==> src/rtl/vga_timing_pkg.sv <==
// Shared raster constants for the VGA timing path: 640x480@60 defaults,
// coordinate width and the sync-window bound helpers.
package vga_timing_pkg;

  localparam int COORD_W   = 10;
  localparam int MAX_TOTAL = 1 << COORD_W;

  localparam int DEF_H_ACTIVE = 640;
  localparam int DEF_H_FP     = 16;
  localparam int DEF_H_SYNC   = 96;
  localparam int DEF_H_BP     = 48;
  localparam int DEF_V_ACTIVE = 480;
  localparam int DEF_V_FP     = 10;
  localparam int DEF_V_SYNC   = 2;
  localparam int DEF_V_BP     = 33;

  function automatic int sync_first(input int active, input int fp);
    return active + fp;
  endfunction

  function automatic int sync_last(input int active, input int fp, input int sync);
    return active + fp + sync - 1;
  endfunction

endpackage

==> src/rtl/vga_axis_counter.sv <==
// Enabled wrap counter for one raster axis; wrap is a one-cycle strobe
// on the enabled edge that returns count to zero.
module vga_axis_counter
  import vga_timing_pkg::*;
#(
  parameter int W = COORD_W
) (
  input  logic         clk,
  input  logic         rst,
  input  logic         en,
  input  logic [W-1:0] wrap_at,
  output logic [W-1:0] count,
  output logic         wrap
);

  assign wrap = en && (count == wrap_at);

  always_ff @(posedge clk or posedge rst) begin
    if (rst) begin
      count <= '0;
    end else if (wrap) begin
      count <= '0;
    end else if (en) begin
      count <= count + 1'b1;
    end
  end

endmodule

==> src/rtl/vga_timing_gen.sv <==
// Raster timing generator: h/v counters, registered position/sync decode
// and a per-frame tick with a wrapping frame counter.
module vga_timing_gen
  import vga_timing_pkg::*;
#(
  parameter int   H_ACTIVE = DEF_H_ACTIVE,
  parameter int   H_FP     = DEF_H_FP,
  parameter int   H_SYNC   = DEF_H_SYNC,
  parameter int   H_BP     = DEF_H_BP,
  parameter int   V_ACTIVE = DEF_V_ACTIVE,
  parameter int   V_FP     = DEF_V_FP,
  parameter int   V_SYNC   = DEF_V_SYNC,
  parameter int   V_BP     = DEF_V_BP,
  parameter logic SYNC_POL = 1'b0
) (
  input  logic               clk,
  input  logic               rst,
  input  logic               pix_en,
  output logic [COORD_W-1:0] x,
  output logic [COORD_W-1:0] y,
  output logic               frame_active,
  output logic               hsync,
  output logic               vsync,
  output logic               frame_tick,
  output logic [7:0]         frame_count
);

  localparam int H_TOTAL = H_ACTIVE + H_FP + H_SYNC + H_BP;
  localparam int V_TOTAL = V_ACTIVE + V_FP + V_SYNC + V_BP;

  generate
    if (H_TOTAL > MAX_TOTAL || V_TOTAL > MAX_TOTAL) begin : g_bad_total
      $error("vga_timing_gen: H_TOTAL/V_TOTAL exceed coordinate range");
    end
  endgenerate

  localparam logic [COORD_W-1:0] H_LAST   = COORD_W'(H_TOTAL - 1);
  localparam logic [COORD_W-1:0] V_LAST   = COORD_W'(V_TOTAL - 1);
  localparam logic [COORD_W-1:0] H_ACT_C  = COORD_W'(H_ACTIVE);
  localparam logic [COORD_W-1:0] V_ACT_C  = COORD_W'(V_ACTIVE);
  localparam logic [COORD_W-1:0] HS_FIRST = COORD_W'(sync_first(H_ACTIVE, H_FP));
  localparam logic [COORD_W-1:0] HS_LAST  = COORD_W'(sync_last(H_ACTIVE, H_FP, H_SYNC));
  localparam logic [COORD_W-1:0] VS_FIRST = COORD_W'(sync_first(V_ACTIVE, V_FP));
  localparam logic [COORD_W-1:0] VS_LAST  = COORD_W'(sync_last(V_ACTIVE, V_FP, V_SYNC));

  logic [COORD_W-1:0] hc;
  logic [COORD_W-1:0] vc;
  logic               h_wrap;
  logic               v_en;
  logic               v_wrap_unused;
  logic               in_hs;
  logic               in_vs;
  logic               frame_evt;

  assign v_en = pix_en & h_wrap;

  vga_axis_counter #(.W(COORD_W)) u_h_cnt (
    .clk     (clk),
    .rst     (rst),
    .en      (pix_en),
    .wrap_at (H_LAST),
    .count   (hc),
    .wrap    (h_wrap)
  );

  vga_axis_counter #(.W(COORD_W)) u_v_cnt (
    .clk     (clk),
    .rst     (rst),
    .en      (v_en),
    .wrap_at (V_LAST),
    .count   (vc),
    .wrap    (v_wrap_unused)
  );

  assign in_hs     = (hc >= HS_FIRST) && (hc <= HS_LAST);
  assign in_vs     = (vc >= VS_FIRST) && (vc <= VS_LAST);
  assign frame_evt = pix_en && (hc == '0) && (vc == V_ACT_C);

  // Output stage: decode of the pre-increment counters, all fields on one edge
  always_ff @(posedge clk or posedge rst) begin
    if (rst) begin
      x            <= '0;
      y            <= '0;
      frame_active <= 1'b0;
      hsync        <= ~SYNC_POL;
      vsync        <= ~SYNC_POL;
    end else if (pix_en) begin
      x            <= hc;
      y            <= vc;
      frame_active <= (hc < H_ACT_C) && (vc < V_ACT_C);
      hsync        <= in_hs ? SYNC_POL : ~SYNC_POL;
      vsync        <= in_vs ? SYNC_POL : ~SYNC_POL;
    end
  end

  // Tick clears on every clk so it stays one cycle wide when pix_en idles
  always_ff @(posedge clk or posedge rst) begin
    if (rst) begin
      frame_tick  <= 1'b0;
      frame_count <= '0;
    end else begin
      frame_tick <= frame_evt;
      if (frame_evt) begin
        frame_count <= frame_count + 8'd1;
      end
    end
  end

endmodule
==> config.mk <==
export PLATFORM = sky130hd
export DESIGN_NAME = vga_timing_gen
export DESIGN_NICKNAME = d
export VERILOG_FILES = /design/src/rtl/vga_timing_pkg.sv /design/src/rtl/vga_axis_counter.sv /design/src/rtl/vga_timing_gen.sv
export SDC_FILE = /design/constraint.sdc
export NUM_CORES = 1
export LEC_CHECK = 0
export ABC_AREA = 0
export CAP_MARGIN = 20
export CORE_MARGIN = 1.5
export CORE_UTILIZATION = 49
export DETAILED_ROUTE_END_ITERATION = 10
export PLACE_DENSITY = 0.75
export SKIP_LAST_GASP = 1
export SYNTH_ARGS = -nofsm -noshare
export SYNTH_HDL_FRONTEND = slang
export SYNTH_SLANG_ARGS = --single-unit
==> constraint.sdc <==
create_clock -name clk -period 1.7 [get_ports clk]
set_input_delay 0.255 -clock clk [delete_from_list [all_inputs] [get_ports clk]]
set_output_delay 0.255 -clock clk [all_outputs]
set_load 0.02 [all_outputs]
==> summary.md <==
| Metric | Value |
|---|---|
| Syn Inst Count | `210` |
| Share of the synthesized area in the top cell type | `0.4919` |
| Final #Nets | `291` |
| Rows | `26` |
| Die area | `0.005633 mm²` |
| Via density | `5.099` |
| R2R Path Start | `u_h_cnt.count[2]` |
| Clock Path Buffers | `2` |
| Crit end category | `register` |
| Num ports | `35` |
| Top cells by area, synth | `dfrtp_1, mux2_2, xnor2_1` |
| R2R Path End | `frame_count[1]` |
| Global-route wire length before repair | `8.204 mm` |
| Fraction of registers with async set/reset | `1.000` |
| Overflow after GRT | `0` |
| Status | `complete, no violations` |
| Initial antenna violation count | `0` |
| Detail Route Antenna Nets | `0` |
| Crit Path Max Fanout | `5` |
| DR DRC count | `0` |
| TritonCTS Buffers | `5` |
| Final Power | `3.452 mW` |
| Clock Skew | `between 0.005 and 0.006 ns` |
| Final worst slack | `around 0.019 ns` |
| Worst vdd ir | `around 1.0 mV` |
| Dpl hpwl | `3.525 mm` |
| Area Overhead vs Synth | `35.71%` |
| TNS Setup | `0 ns` |
| Vias in the first global route | `around 1700` |
| Mapped cell area | `approximately 0.0025 mm²` |
| Critical Path RT | `approximately 1.9 ns` |
| Drt pass-1 iters | `4` |
| Crit Path Category | `register to register` |
| Worst-Skew Late Latency | `approximately 0.31 ns` |
| Largest net degree at the start of global routing | `between 50 and 60` |
| Synth Flop Type | `dfrtp_1` |
| Slew HR | `0.7640` |
| Place WS | `-0.2925 ns` |
| Die width | `~75 µm` |
| Fin cells | `around 350` |
| Final Max Tran Viols | `0` |
| RD Place Congestion | `approximately 0.79` |
| Per-cell routed wire length | `approximately 15 µm` |
| Reg clk slew, reported paths | `0.09 ns` |
| Syn Nets | `roughly 220` |
| Slowest CP cell | `or4_4` |
| Placed inst area | `0.003186 mm²` |
| Fin. Hold Viols | `0` |
| Yosys warns | `0` |
| Critical Path Start Type | `register` |
| Most used routing layer | `met2` |
| RSZ-0062 raised after global routing | `yes` |
| Initial Util | `0.5045` |
| Slowest stage delay, CP | `0.57 ns` |
| Met3 Resource Use GR | `0.04953` |
| # diodes | `0` |
| R2R Setup Slk | `between 0.015 and 0.02 ns` |
| Routed wire length | `around 5.2 mm` |
| Total global-route track usage | `0.1973` |
| Hold Slack | `0.2833 ns` |
| Post-synth EDFFs | `0` |
| CTS root buf | `clkbuf_8` |
| Post-synth top area cell | `dfrtp_1` |
| Final Util | `0.6846` |
| Hold/Removal Path Class | `input port to async pin` |
| End of the critical path | `frame_count[1]` |
| Crit. path cell count | `3` |
| Syn_area_per_cell | `12.11 µm²` |
| Routed via count | `1800` |
| Met1 usage in global routing | `0.2502` |
| Critical path startpoint | `u_h_cnt.count[2]` |
| Setup violators final | `0` |
| Crit path cell chain | `or4_4 -> nor3_4 -> mux2_4` |
| Max-cap viol count | `0` |
| Yosys cell types | `44` |
| IO buf count | `34` |
| Commonest non-fill, non-tap cell in the layout | `dfrtp_1` |
| Design area | `0.003452 mm²` |
| Final period util | `0.9887` |
| Minimum clock period | `approximately 1.7 ns` |
| CTS tree | `built` |
| Fmax | `around 590 MHz` |
| Pwr dens | `1000 mW/mm²` |
| Sequential share of the synthesized area | `0.5125` |
| CP delay by family, top | `simple AND/OR/NAND/NOR gates` |
| Worst reg2reg path depth | `3` |
| H-Tree Depth | `2` |
| CP bufs+invs | `0` |
| Core area | `between 0.005 and 0.006 mm²` |
| Worst Max-Slew Pin Slew | `~0.35 ns` |
| Met2 Use GR | `0.3265` |
| Chip height | `75.05 µm` |
| Share of cells above drive strength 1 | `0.3569` |
| Cells after DPL | `between 300 and 400` |
| Leakage | `around 1.5 nW` |
| Iteration-0 DRC Markers | `83` |
| Clk sinks | `52` |
| Critical path arrival | `about 1.9 ns` |
| Number of synthesized register bits | `52` |
| Most frequent cells in the layout | `dfrtp_1, buf_4, clkdlybuf4s50_1, mux2_2, nand3_1` |
power breakdown:
| group | internal (mW) | total, mW | switching, mW | leakage, nW |
|---|---|---|---|---|
| Sequential | 1.38 | 1.52 | 0.137 | 0.642 |
| Clock | 0.519 | 0.920 | 0.400 | 0.0645 |
| Combinational | 0.523 | 1.02 | 0.495 | 0.839 |
| Total | 2.42 | 3.45 | 1.03 | 1.55 |
registers in the layout, indices dropped and copies added (netlist names):
| signal | count |
|---|---|
| vsync | 1 |
| u_v_cnt.count | 10 |
| x | 10 |
| y | 10 |
| hsync | 1 |
| frame_tick | 1 |
| u_h_cnt.count | 10 |
| frame_count | 8 |
| frame_active | 1 |
layer usage:
| layer | part of all wire | wire [µm] |
|---|---|---|
| met1 | 0.45 | 2330 |
| met5 | 0 | 0 |
| met3 | 0.039 | 205 |
| met4 | 0.018 | 96 |
| met2 | 0.49 | 2576 |
final cells by class:
type	count	area (µm²)
Clock buffer	7	96.34
Clock inverter	1	30.03
Fill cell	369	1590
Inverter	9	33.78
Multi-Input combinational cell	141	1242
Sequential cell	52	1306
Tap cell	70	87.58
Timing Repair Buffer	73	655.6
worst register-to-register path: cells and delay by family (launching register included):
| family | cells | cell delay, ns |
|---|---|---|
| DFF | 1 | 0.48 |
| and+or+nand+nor | 2 | 0.78 |
| muxes | 1 | 0.31 |
cells by family (layout without fill, tap and decap cells):
| kind of cell | count (synthesis) | in the layout | synth area share |
|---|---|---|---|
| adders and majority gates | 6 | 6 | 0.02951 |
| DFF | 52 | 52 | 0.5125 |
| and+or+nand+nor | 81 | 81 | 0.2287 |
| muxes | 23 | 23 | 0.1028 |
| xor gates and xnor gates | 19 | 19 | 0.06542 |
| buffers and inverters | 17 | 90 | 0.03443 |
| AOI/OAI and AO/OA | 12 | 12 | 0.02656 |
repair_timing:
action                                  in CTS  in global routing
endpoints found under the setup margin      13                 21
hold buffers                                 0                  0
setup buffers                                3                  2
resized for setup                           11                 14
pin swaps                                    2                  1
synth_stat cells, types with 2 or more instances:
cell type and count:
a21oi_1 2, and4_1 2, buf_2 3, buf_6 2, dfrtp_1 50, dfstp_2 2, ha_1 6, inv_1 9
mux2_2 21, nand2_1 10, nand2_2 2, nand3_1 14, nand3b_1 4, nand4_1 6, nor2_1 13, nor3_1 8
nor4_1 2, nor4_2 3, nor4_4 2, o21ai_0 7, or4_4 2, xnor2_1 11, xor2_1 8
how the worst min path moves through the flow:
stage / from / depth (start not counted) / end
final: rst / 3 / y[5]
after global routing: rst / 3 / y[5]
after CTS: rst / 3 / y[5]
after detailed placement: frame_count[7] / 1 / frame_count[7]
after global placement: frame_count[7] / 1 / frame_count[7]
after floorplan: u_v_cnt.count[8] / 1 / u_v_cnt.count[8]
(Power assumes the default switching activity.)
